--- src/rtl/pc_seq_pkg.sv ---
// Shared types and constants for the next-PC sequencer.
// Redirect kinds are encoded so that a larger value means higher priority.
package pc_seq_pkg;

    localparam int unsigned PC_W_DEF      = 16;
    localparam int unsigned RAS_DEPTH_DEF = 4;

    // Redirect priority levels (larger wins)
    localparam logic [1:0] PRIO_NONE = 2'd0;
    localparam logic [1:0] PRIO_RET  = 2'd1;
    localparam logic [1:0] PRIO_BR   = 2'd2;
    localparam logic [1:0] PRIO_JMP  = 2'd3;

    typedef enum logic [1:0] {
        ST_BOOT  = 2'd0,
        ST_LOAD  = 2'd1,
        ST_FETCH = 2'd2,
        ST_HOLD  = 2'd3
    } state_t;

    typedef enum logic [1:0] {
        REDIR_NONE = PRIO_NONE,
        REDIR_RET  = PRIO_RET,
        REDIR_BR   = PRIO_BR,
        REDIR_JMP  = PRIO_JMP
    } redir_t;

    // A newer request replaces the held one when it is at least as urgent.
    function automatic logic redir_wins(input redir_t incoming, input redir_t held);
        return (incoming != REDIR_NONE) && (incoming >= held);
    endfunction

endpackage

--- src/rtl/pc_seq_if.sv ---
// Bus bundle between the next-PC sequencer (master) and its surroundings
// (pc register, instruction memory, execute stage) seen as the slave side.
interface pc_seq_if
    import pc_seq_pkg::*;
#(
    parameter int unsigned PC_W = PC_W_DEF
);
    logic [PC_W-1:0] pc_cur;
    logic            pcsignal;
    logic [PC_W-1:0] pcin;
    logic            imem_req;
    logic            imem_ack;
    logic            stall;
    logic            jmp;
    logic [PC_W-1:0] jmp_target;
    logic            br_taken;
    logic [PC_W-1:0] br_target;
    logic            call;
    logic            ret;
    logic            ras_empty;
    logic            ras_full;
    logic            ras_err;

    modport master (
        input  pc_cur, imem_ack, stall, jmp, jmp_target, br_taken, br_target, call, ret,
        output pcsignal, pcin, imem_req, ras_empty, ras_full, ras_err
    );

    modport slave (
        output pc_cur, imem_ack, stall, jmp, jmp_target, br_taken, br_target, call, ret,
        input  pcsignal, pcin, imem_req, ras_empty, ras_full, ras_err
    );
endinterface

--- src/rtl/pc_seq_ras.sv ---
// Circular return-address stack. Pushing into a full stack overwrites the
// oldest entry and the stack stays full. Used only when PC_SEQ_RAS_EN is defined.
module pc_seq_ras
    import pc_seq_pkg::*;
#(
    parameter int unsigned PC_W  = PC_W_DEF,
    parameter int unsigned DEPTH = RAS_DEPTH_DEF
)(
    input  logic            clk,
    input  logic            reset,
    input  logic            push,
    input  logic            pop,
    input  logic [PC_W-1:0] din,
    output logic [PC_W-1:0] top,
    output logic            empty,
    output logic            full
);
    localparam int unsigned IW = (DEPTH > 1) ? $clog2(DEPTH) : 1;
    localparam int unsigned CW = $clog2(DEPTH + 1);

    logic [PC_W-1:0] mem_r [DEPTH];
    logic [IW-1:0]   wp_r;
    logic [CW-1:0]   cnt_r;
    logic [IW-1:0]   tp_s;
    logic [IW-1:0]   wp_inc_s;

    // Index of the most recent entry and the wrapped next write slot
    always_comb begin
        if (wp_r == {IW{1'b0}}) begin
            tp_s = IW'(DEPTH - 1);
        end else begin
            tp_s = wp_r - IW'(1);
        end
        if (wp_r == IW'(DEPTH - 1)) begin
            wp_inc_s = {IW{1'b0}};
        end else begin
            wp_inc_s = wp_r + IW'(1);
        end
    end

    // Stack storage, write pointer and occupancy
    always_ff @(posedge clk or negedge reset) begin
        if (!reset) begin
            for (int i = 0; i < int'(DEPTH); i++) begin
                mem_r[i] <= {PC_W{1'b0}};
            end
            wp_r  <= {IW{1'b0}};
            cnt_r <= {CW{1'b0}};
        end else if (push) begin
            mem_r[wp_r] <= din;
            wp_r        <= wp_inc_s;
            if (cnt_r != CW'(DEPTH)) begin
                cnt_r <= cnt_r + CW'(1);
            end
        end else if (pop && (cnt_r != {CW{1'b0}})) begin
            wp_r  <= tp_s;
            cnt_r <= cnt_r - CW'(1);
        end
    end

    assign top   = mem_r[tp_s];
    assign empty = (cnt_r == {CW{1'b0}});
    assign full  = (cnt_r == CW'(DEPTH));

endmodule

--- src/rtl/pc_sequencer.sv ---
// Next-PC controller: boots from RESET_VEC, handshakes instruction fetches,
// holds on stall and applies jump/branch/call/return redirects at the next load.
// Optional feature macro: PC_SEQ_RAS_EN enables the return-address stack.
module pc_sequencer
    import pc_seq_pkg::*;
#(
    parameter int unsigned     PC_W      = PC_W_DEF,
    parameter logic [PC_W-1:0] RESET_VEC = {PC_W{1'b0}},
    parameter logic [PC_W-1:0] INC       = {{(PC_W-1){1'b0}}, 1'b1},
    parameter int unsigned     RAS_DEPTH = RAS_DEPTH_DEF
)(
    input  logic     clk,
    input  logic     reset,
    pc_seq_if.master bus
);
`ifdef PC_SEQ_RAS_EN
    localparam logic RAS_ON = 1'b1;
`else
    localparam logic RAS_ON = 1'b0;
`endif

    state_t          state_r;
    redir_t          pend_kind_r;
    logic [PC_W-1:0] pend_tgt_r;
    logic            pcsignal_r;
    logic [PC_W-1:0] pcin_r;
    logic            imem_req_r;
    logic            ras_err_r;

    redir_t          in_kind_s;
    logic [PC_W-1:0] in_tgt_s;
    redir_t          mrg_kind_s;
    logic [PC_W-1:0] mrg_tgt_s;
    logic [PC_W-1:0] seq_pc_s;
    logic [PC_W-1:0] next_pc_s;
    logic            enter_load_s;
    logic            push_s;
    logic            pop_s;
    logic            err_s;
    logic [PC_W-1:0] ras_top_s;
    logic            ras_empty_s;
    logic            ras_full_s;

    assign seq_pc_s     = bus.pc_cur + INC;
    assign push_s       = bus.call & RAS_ON;
    assign enter_load_s = ((state_r == ST_FETCH) && bus.imem_ack && !bus.stall) ||
                          ((state_r == ST_HOLD) && !bus.stall);

    // Decode this cycle's redirect pulses; call acts as a jump to jmp_target
    always_comb begin
        in_kind_s = REDIR_NONE;
        in_tgt_s  = {PC_W{1'b0}};
        if (bus.jmp || bus.call) begin
            in_kind_s = REDIR_JMP;
            in_tgt_s  = bus.jmp_target;
        end else if (bus.br_taken) begin
            in_kind_s = REDIR_BR;
            in_tgt_s  = bus.br_target;
        end else if (bus.ret && RAS_ON) begin
            in_kind_s = REDIR_RET;
        end else begin
            in_kind_s = REDIR_NONE;
        end
    end

    // Merge the incoming pulse with the pending slot by priority
    always_comb begin
        mrg_kind_s = pend_kind_r;
        mrg_tgt_s  = pend_tgt_r;
        if (redir_wins(in_kind_s, pend_kind_r)) begin
            mrg_kind_s = in_kind_s;
            mrg_tgt_s  = in_tgt_s;
        end else begin
            mrg_kind_s = pend_kind_r;
            mrg_tgt_s  = pend_tgt_r;
        end
    end

    // Next-PC mux; a return on an empty stack falls back to sequential
    always_comb begin
        next_pc_s = seq_pc_s;
        pop_s     = 1'b0;
        err_s     = 1'b0;
        case (mrg_kind_s)
            REDIR_JMP, REDIR_BR: next_pc_s = mrg_tgt_s;
            REDIR_RET: begin
                if (!ras_empty_s) begin
                    next_pc_s = ras_top_s;
                    pop_s     = enter_load_s;
                end else begin
                    next_pc_s = seq_pc_s;
                    err_s     = enter_load_s;
                end
            end
            default: next_pc_s = seq_pc_s;
        endcase
    end

    // Pending redirect slot: consumed on entry to LOAD, otherwise accumulates
    always_ff @(posedge clk or negedge reset) begin
        if (!reset) begin
            pend_kind_r <= REDIR_NONE;
            pend_tgt_r  <= {PC_W{1'b0}};
        end else if (enter_load_s) begin
            pend_kind_r <= REDIR_NONE;
            pend_tgt_r  <= {PC_W{1'b0}};
        end else begin
            pend_kind_r <= mrg_kind_s;
            pend_tgt_r  <= mrg_tgt_s;
        end
    end

    // Sequencer FSM with registered strobe, load value, fetch request and error pulse
    always_ff @(posedge clk or negedge reset) begin
        if (!reset) begin
            state_r    <= ST_BOOT;
            pcsignal_r <= 1'b0;
            pcin_r     <= RESET_VEC;
            imem_req_r <= 1'b0;
            ras_err_r  <= 1'b0;
        end else begin
            pcsignal_r <= 1'b0;
            ras_err_r  <= 1'b0;
            case (state_r)
                ST_BOOT: begin
                    state_r    <= ST_LOAD;
                    pcsignal_r <= 1'b1;
                    pcin_r     <= RESET_VEC;
                    imem_req_r <= 1'b0;
                end
                ST_LOAD: begin
                    state_r    <= ST_FETCH;
                    imem_req_r <= 1'b1;
                end
                ST_FETCH: begin
                    if (bus.imem_ack) begin
                        imem_req_r <= 1'b0;
                        if (bus.stall) begin
                            state_r <= ST_HOLD;
                        end else begin
                            state_r    <= ST_LOAD;
                            pcsignal_r <= 1'b1;
                            pcin_r     <= next_pc_s;
                            ras_err_r  <= err_s;
                        end
                    end else begin
                        imem_req_r <= 1'b1;
                    end
                end
                ST_HOLD: begin
                    imem_req_r <= 1'b0;
                    if (!bus.stall) begin
                        state_r    <= ST_LOAD;
                        pcsignal_r <= 1'b1;
                        pcin_r     <= next_pc_s;
                        ras_err_r  <= err_s;
                    end
                end
                default: begin
                    state_r    <= ST_BOOT;
                    imem_req_r <= 1'b0;
                end
            endcase
        end
    end

`ifdef PC_SEQ_RAS_EN
    pc_seq_ras #(
        .PC_W  (PC_W),
        .DEPTH (RAS_DEPTH)
    ) u_ras (
        .clk   (clk),
        .reset (reset),
        .push  (push_s),
        .pop   (pop_s),
        .din   (seq_pc_s),
        .top   (ras_top_s),
        .empty (ras_empty_s),
        .full  (ras_full_s)
    );
`else
    logic unused_ras_s;
    assign unused_ras_s = push_s ^ pop_s;
    assign ras_top_s    = {PC_W{1'b0}};
    assign ras_empty_s  = 1'b1;
    assign ras_full_s   = 1'b0;
`endif

    assign bus.pcsignal  = pcsignal_r;
    assign bus.pcin      = pcin_r;
    assign bus.imem_req  = imem_req_r;
    assign bus.ras_err   = ras_err_r;
    assign bus.ras_empty = ras_empty_s;
    assign bus.ras_full  = ras_full_s;

endmodule

--- src/flat_wrapper.sv ---
// flat-port wrapper written by rule: the top's interface ports become plain ports
module pc_sequencer_flat import pc_seq_pkg::*;
#(
    parameter int unsigned     PC_W      = PC_W_DEF,
    parameter logic [PC_W-1:0] RESET_VEC = {PC_W{1'b0}},
    parameter logic [PC_W-1:0] INC       = {{(PC_W-1){1'b0}}, 1'b1},
    parameter int unsigned     RAS_DEPTH = RAS_DEPTH_DEF
)
  (clk, reset, bus_pc_cur, bus_imem_ack, bus_stall, bus_jmp, bus_jmp_target, bus_br_taken, bus_br_target, bus_call, bus_ret, bus_pcsignal, bus_pcin, bus_imem_req, bus_ras_empty, bus_ras_full, bus_ras_err);
  pc_seq_if #(.PC_W(PC_W)) bus_i ();
  input  logic clk;
  input  logic reset;
  input wire logic [$bits(bus_i.pc_cur)-1:0] bus_pc_cur;
  input wire logic [$bits(bus_i.imem_ack)-1:0] bus_imem_ack;
  input wire logic [$bits(bus_i.stall)-1:0] bus_stall;
  input wire logic [$bits(bus_i.jmp)-1:0] bus_jmp;
  input wire logic [$bits(bus_i.jmp_target)-1:0] bus_jmp_target;
  input wire logic [$bits(bus_i.br_taken)-1:0] bus_br_taken;
  input wire logic [$bits(bus_i.br_target)-1:0] bus_br_target;
  input wire logic [$bits(bus_i.call)-1:0] bus_call;
  input wire logic [$bits(bus_i.ret)-1:0] bus_ret;
  output wire logic [$bits(bus_i.pcsignal)-1:0] bus_pcsignal;
  output wire logic [$bits(bus_i.pcin)-1:0] bus_pcin;
  output wire logic [$bits(bus_i.imem_req)-1:0] bus_imem_req;
  output wire logic [$bits(bus_i.ras_empty)-1:0] bus_ras_empty;
  output wire logic [$bits(bus_i.ras_full)-1:0] bus_ras_full;
  output wire logic [$bits(bus_i.ras_err)-1:0] bus_ras_err;
  assign bus_i.pc_cur = bus_pc_cur;
  assign bus_i.imem_ack = bus_imem_ack;
  assign bus_i.stall = bus_stall;
  assign bus_i.jmp = bus_jmp;
  assign bus_i.jmp_target = bus_jmp_target;
  assign bus_i.br_taken = bus_br_taken;
  assign bus_i.br_target = bus_br_target;
  assign bus_i.call = bus_call;
  assign bus_i.ret = bus_ret;
  assign bus_pcsignal = bus_i.pcsignal;
  assign bus_pcin = bus_i.pcin;
  assign bus_imem_req = bus_i.imem_req;
  assign bus_ras_empty = bus_i.ras_empty;
  assign bus_ras_full = bus_i.ras_full;
  assign bus_ras_err = bus_i.ras_err;
  pc_sequencer #(.PC_W(PC_W), .RESET_VEC(RESET_VEC), .INC(INC), .RAS_DEPTH(RAS_DEPTH)) u_core (.clk(clk), .reset(reset), .bus(bus_i));
endmodule
--- config.mk ---
export PLATFORM = sky130hd
export DESIGN_NAME = pc_sequencer_flat
export DESIGN_NICKNAME = d
export VERILOG_FILES = /design/src/rtl/pc_seq_pkg.sv /design/src/rtl/pc_seq_if.sv /design/src/rtl/pc_seq_ras.sv /design/src/rtl/pc_sequencer.sv /design/src/flat_wrapper.sv
export SDC_FILE = /design/constraint.sdc
export NUM_CORES = 1
export LEC_CHECK = 0
export CORE_AREA = 10 10 93 95
export DETAILED_ROUTE_END_ITERATION = 10
export DIE_AREA = 0 0 103 105
export SYNTH_ARGS = -nofsm -noshare
export SYNTH_HDL_FRONTEND = slang
export SYNTH_SLANG_ARGS = --single-unit
--- constraint.sdc ---
create_clock -name clk -period 2.55 [get_ports clk]
set_input_delay 0.51 -clock clk [delete_from_list [all_inputs] [get_ports clk]]
set_output_delay 0.51 -clock clk [all_outputs]
set_load 0.005 [all_outputs]
After elaboration in Yosys (flattened, before gate mapping)
Index checks and enable logic that the tools add are counted.

Bits of input ports: 56. Output and inout bits: 21. Flip-flop bits (word level): 39.

Muxes and demuxes: 25. Reductions and logical operators: 14. Order comparisons: 1. Equality and inequality tests: 8. Add/subtract/negate cells: 1.

Operators with widths (number): 2-to-1 mux 16 bit (7); one-hot mux 16 bit (3 select lines) (1); adder 16 x 1 -> 16 bit (second input constant) (1); 2-to-1 mux 2 bit (7); equality test 2 bit (second input constant) (4); one-hot mux 2 bit (4 select lines) (1); 2-to-1 mux 1 bit (6); one-hot mux 1 bit (3 select lines) (2); equality test 2 x 1 -> 1 bit (second input constant) (2); logical AND 1 bit (4); != test 2 bit (second input constant) (2); AND reduction 2 bit (2); OR reduction 2 bit (2); nonzero test 3 bit (1); >= comparator 2 bit (1); zero test 2 bit (1); logical OR 1 bit (2); one-hot mux 1 bit (2 select lines) (1); nonzero test 2 bit (1); zero test 1 bit (1).

Logic depth before layout (Yosys ltp)
Depth after elaboration: 11. Depth in mapped cells: 11. Gate-level depth less buffers: 9.

Worst setup path after synthesis
No wires, ideal clock.

Path kind: input to register. Start: input port bus_call. End: register u_core.pcin_r[3] (netlist: u_core.bus.pcin[3]). Path slack: -0.070 ns. Arrival: 2.498 ns. Library setup time: 0.122 ns. Stages on the path: 11. Buffers on the path: 3. Path through: or2_1 -> buf_6 -> clkinv_1 -> buf_4 -> ha_1 -> nand2b_4 -> a21o_2 -> buf_6 -> a221oi_1 -> nand2_1 -> a32o_1.

Word-level cells in the longest chain between the ends: 11. Elaborated cells on any way between the ends: 15. Classes of those cells: order compare: 1; eq/ne: 2; mux: 8; reduce/logical: 4.

RTL lines: start: declaration (RTL line flat_wrapper.sv:20) `input wire logic [$bits(bus_i.call)-1:0] bus_call;`; logical OR 1 bit (*) (RTL line pc_sequencer.sv:53) `if (bus.jmp || bus.call) begin`; 2-to-1 mux 2 bit (RTL line pc_sequencer.sv:53); >= comparator 2 bit / nonzero test 2 bit (equally long branches) (RTL line pc_seq_pkg.sv:30) `return (incoming != REDIR_NONE) && (incoming >= held);`; logical AND 1 bit (RTL line pc_seq_pkg.sv:30); 2-to-1 mux 2 bit (RTL line pc_sequencer.sv:70) `if (redir_wins(in_kind_s, pend_kind_r)) begin`; equality test 2 bit (RTL line pc_sequencer.sv:84) `case (mrg_kind_s)`; OR reduction 2 bit (RTL line pc_sequencer.sv:84); 2-to-1 mux 16 bit (*); 2-to-1 mux 16 bit (*) (RTL line pc_sequencer.sv:138, pc_sequencer.sv:152); 2-to-1 mux 16 bit (RTL line pc_sequencer.sv:136) `if (bus.imem_ack) begin`; one-hot mux 16 bit (3 select lines) (*) (RTL line pc_sequencer.sv:124) `case (state_r)`; end signal: assignment (RTL line pc_sequencer.sv:143) `pcin_r <= next_pc_s;`; end signal: assignment (RTL line pc_sequencer.sv:155) `pcin_r <= next_pc_s;`; end: declaration (RTL line pc_sequencer.sv:26) `logic [PC_W-1:0] pcin_r;`.

Every way passes the cells marked *; elsewhere a longest branch is shown, timed or not. The select of a mux whose other input is x is not followed. A chain may end at the register's enable or synchronous reset.

Worst setup path after layout
Start: input port bus_br_taken. End: register u_core.pcin_r[3] (netlist: u_core.bus.pcin[3]).

Word-level cells in the longest chain between the ends: 11. Elaborated cells on any way between the ends: 16. Classes of those cells: order compare: 1; eq/ne: 2; mux: 10; reduce/logical: 3.

RTL lines: start: declaration (RTL line flat_wrapper.sv:18) `input wire logic [$bits(bus_i.br_taken)-1:0] bus_br_taken;`; 2-to-1 mux 2 bit (RTL line pc_sequencer.sv:56) `end else if (bus.br_taken) begin`; 2-to-1 mux 2 bit (RTL line pc_sequencer.sv:53); >= comparator 2 bit / nonzero test 2 bit (equally long branches) (RTL line pc_seq_pkg.sv:30); logical AND 1 bit (RTL line pc_seq_pkg.sv:30); 2-to-1 mux 2 bit (RTL line pc_sequencer.sv:70); equality test 2 bit (RTL line pc_sequencer.sv:84); OR reduction 2 bit (RTL line pc_sequencer.sv:84); 2-to-1 mux 16 bit (*); 2-to-1 mux 16 bit (*) (RTL line pc_sequencer.sv:138, pc_sequencer.sv:152); 2-to-1 mux 16 bit (RTL line pc_sequencer.sv:136); one-hot mux 16 bit (3 select lines) (*) (RTL line pc_sequencer.sv:124).

Marked as above.

==> metrics.md <==
| Metric | Value |
|---|---|
| CTS Hold Bufs | 0 |
| Skew final | approximately 0.012 ns |
| DP HPWL | around 5900 um |
| FILL cells | 638 |
| Clock slew at reported path FFs | roughly 0.080 ns |
| Ant diodes | 0 |
| Cells after Synth | around 260 |
| Slew margin rel. | 0.403 |
| Number of CTS-inserted buffers | 5 |
| Row cnt | 30 |
| Starting density of the core | 0.345 |
| Critical Path AT | 2.42 ns |
| Routed Antenna Nets | 0 |
| Seq/Total Area, Yosys | 0.419 |
| Via density | around 5.3 |
| Worst path bufs/invs | 3 |
| Top-area cell type share of the netlist area | 0.419 |
| Area of the die | between 10000 and 15000 um^2 |
| GPL Wtd Cong | a little over 0.9 |
| Syn Area/Cell | approximately 9.1 um^2 |
| Area of the multi-input gates | ~1300 um^2 |
| Largest net degree at the start of global routing | 40 |
| # DRC | 0 |
| CTS tree | built |
| Vias in the first global route | ~2500 |
| Leakage | ~0.0015 uW |
| Worst Hold Class | primary input to async pin |
| Top post-synthesis cells by area | dfrtp_1 (42%), nand2_1 (6.6%), o21ai_0 (4.3%) |
| Hold slack | ~0.33 ns |
| Max-cap violations | 0 |
| Sink Count | 39 |
| PwrDens | between 900 and 1000 nW/um^2 |
| Final worst path period need | ~2.2 ns |
| Crit-path cells | clkdlybuf4s50_1 -> nor2_4 -> inv_2 -> ha_4 -> buf_4 -> a21o_4 -> a221oi_4 -> nand2_1 -> a32o_1 |
| CP max stage cell | clkdlybuf4s50_1 |
| CTS Root Cell | clkbuf_8 |
| Setup-failing EPs final | 0 |
| Yosys cell types | 56 |
| Slew Limit Fails | 0 |
| Pre-antenna DRT Iters | 5 |
| Mapped Area | around 2300 um^2 |
| Post-synth EDFFs | 0 |
| Vias post-DR | approximately 2300 |
| Layout cell share with drive strength beyond 1 | 0.181 |
| Period utilisation layout | 0.874 |
| Setup WS pre-CTS | -0.458 ns |
| Clk Latency, worst-skew pair | around 0.30 ns |
| Async set or reset register ratio after synthesis | 1.00 |
| Fmax | about 0.45 GHz |
| Post-DR wirelength/cell | about 18 um |
| I/O Buffers | 73 |
| RSZ-0062 raised after global routing | false |
| Initial antenna violation count | 0 |
| First-pass GRT wire length | ~12000 um |
| Pwr Total | 3140 uW |
| Crit-path max FO | 6 |
| Worst path max stage delay | roughly 0.47 ns |
| Total wire length | around 7700 um |
| Die H | 105 um |
| Clk buf depth | 2 |
| Gr ovfl total | 0 |
| Final hold vios | 0 |
| Yosys top cell by area | dfrtp_1 |
| Top Ports | 77 |
| Worst Setup Start Kind | primary input |
| H-Tree Depth | 2 |
| Top FF cell, synth | dfrtp_1 |
| Synth-to-Final Area Change | 49.1% |
| Worst setup EP type | flop |
| Most common cell after layout, fill and taps aside | clkdlybuf4s50_1 |
| Setup CP Type | primary input to flop |
| Worst IR Drop VDD | ~0.49 mV |
| Core ar. | between 6000 and 7000 um^2 |
| Top delay family on crit path | compound AO/OA/AOI/OAI gates |
| WP data required | roughly 2.7 ns |
| Synthesized Nets | between 300 and 400 |
| Die X | between 100 and 150 um |
| Layout Nets | 416 |
| Commonest non-fill, non-tap cells in the layout | clkdlybuf4s50_1 (70), nand2_1 (41), dfrtp_1 (39), buf_4 (30), nor2_1 (22) |
| Initial DRC count | between 100 and 150 |
| Worst Slack Setup Final | about 0.32 ns |
| Gr usage total | 0.143 |
| Register bit total from synthesis | 39 |
| Synth warn | 0 |
| Register area | between 900 and 1000 um^2 |
| Worst-Margin Slew | roughly 0.9 ns |
| Outcome | finished clean |
[where the power goes]
part / total (uW) / internal (uW) / switching, uW
sequential: 1090 / 905 / 182
combinational: 1580 / 821 / 761
clock: 473 / 246 / 227
[what timing repair did]
item | CTS | global route
setup buffers | 0 | 1
gates resized for setup | 2 | 7
endpoints found under the setup margin | 21 | 13
pin swaps | 0 | 5
[metal layers]
layer / track usage / wire length (um) / vias up
li1: - / - / 1116
met1: 0.183 / 3380 / 1092
met2: 0.220 / 3550 / 91
met3: 0.0455 / 631 / 9
met4: 0.0457 / 92 / 0
met5: 0 / 0 / -
[kinds of logic (layout without fill, tap and decap cells)]
family,after synthesis,count (layout),share of synthesized area
simple gates,104,104,0.225
compound gates,70,70,0.206
flops,39,39,0.419
buf+inv,20,117,0.0510
xor+xnor,13,13,0.0489
fa+ha+maj,7,7,0.0376
other cells,2,2,0.00323
mux,2,2,0.00913
[area by class of cell]
class / instances / share of cell area
clock buffers: 7 / 0.0277
clock inverters: 1 / 0.00216
inverters: 5 / 0.00577
multi-input cells: 198 / 0.373
flip-flops and latches: 39 / 0.281
well taps: 80 / 0.0288
repair buffers: 104 / 0.281
[Yosys cell counts, types with 5 or more instances]
cell type  count
dfrtp_1       39
o21ai_0       20
xnor2_1        6
nand2_1       41
nor2_1        23
xor2_1         7
nand3_1        8
clkbuf_1       5
a21oi_1        5
o22ai_1       13
o221ai_1       7
ha_1           7
[state kept, by name (all words and copies together), names as in the netlist]
register             count
u_core.bus.imem_req      1
u_core.bus.pcin         16
u_core.bus.pcsignal      1
u_core.bus.ras_err       1
u_core.pend_kind_r       2
u_core.pend_tgt_r       16
u_core.state_r           2
[worst reg2reg max path: stages (launching register included)]
cell	delay, ns
dfrtp_1	0.45
inv_1	0.20
ha_4	0.24
buf_4	0.14
a21o_4	0.27
a221oi_4	0.27
nand2_1	0.08
a32o_1	0.26
[path summary, 6_finish.rpt]
check	startpoint	end	slack, ns	cells past startpoint
worst max-delay path	bus_br_taken	u_core.bus.pcin[3]	0.32	9
worst max register to register	u_core.pend_kind_r[1]	u_core.bus.pcin[3]	0.52	7
max in group asynchronous	reset	u_core.pend_tgt_r[8]	1.66	1
min in group clk	u_core.bus.pcin[11]	u_core.bus.pcin[11]	0.50	2
worst min register to register	u_core.bus.pcin[11]	u_core.bus.pcin[11]	0.50	2
worst min-delay path	reset	u_core.bus.pcin[1]	0.33	1
[metrics by stage]
stage                     utilization  area [um^2]  setup TNS (ns)  cells
after detailed placement        0.490         3310          -11.14    425
after global routing            0.514         3470               0    434
after CTS                       0.506         3420               0    433
final                           0.514         3470               0    434
after global placement          0.490         3310           -9.72    425
after floorplan                     -         2350               0    257
Note: power is estimated with default switching activity, not from simulation.
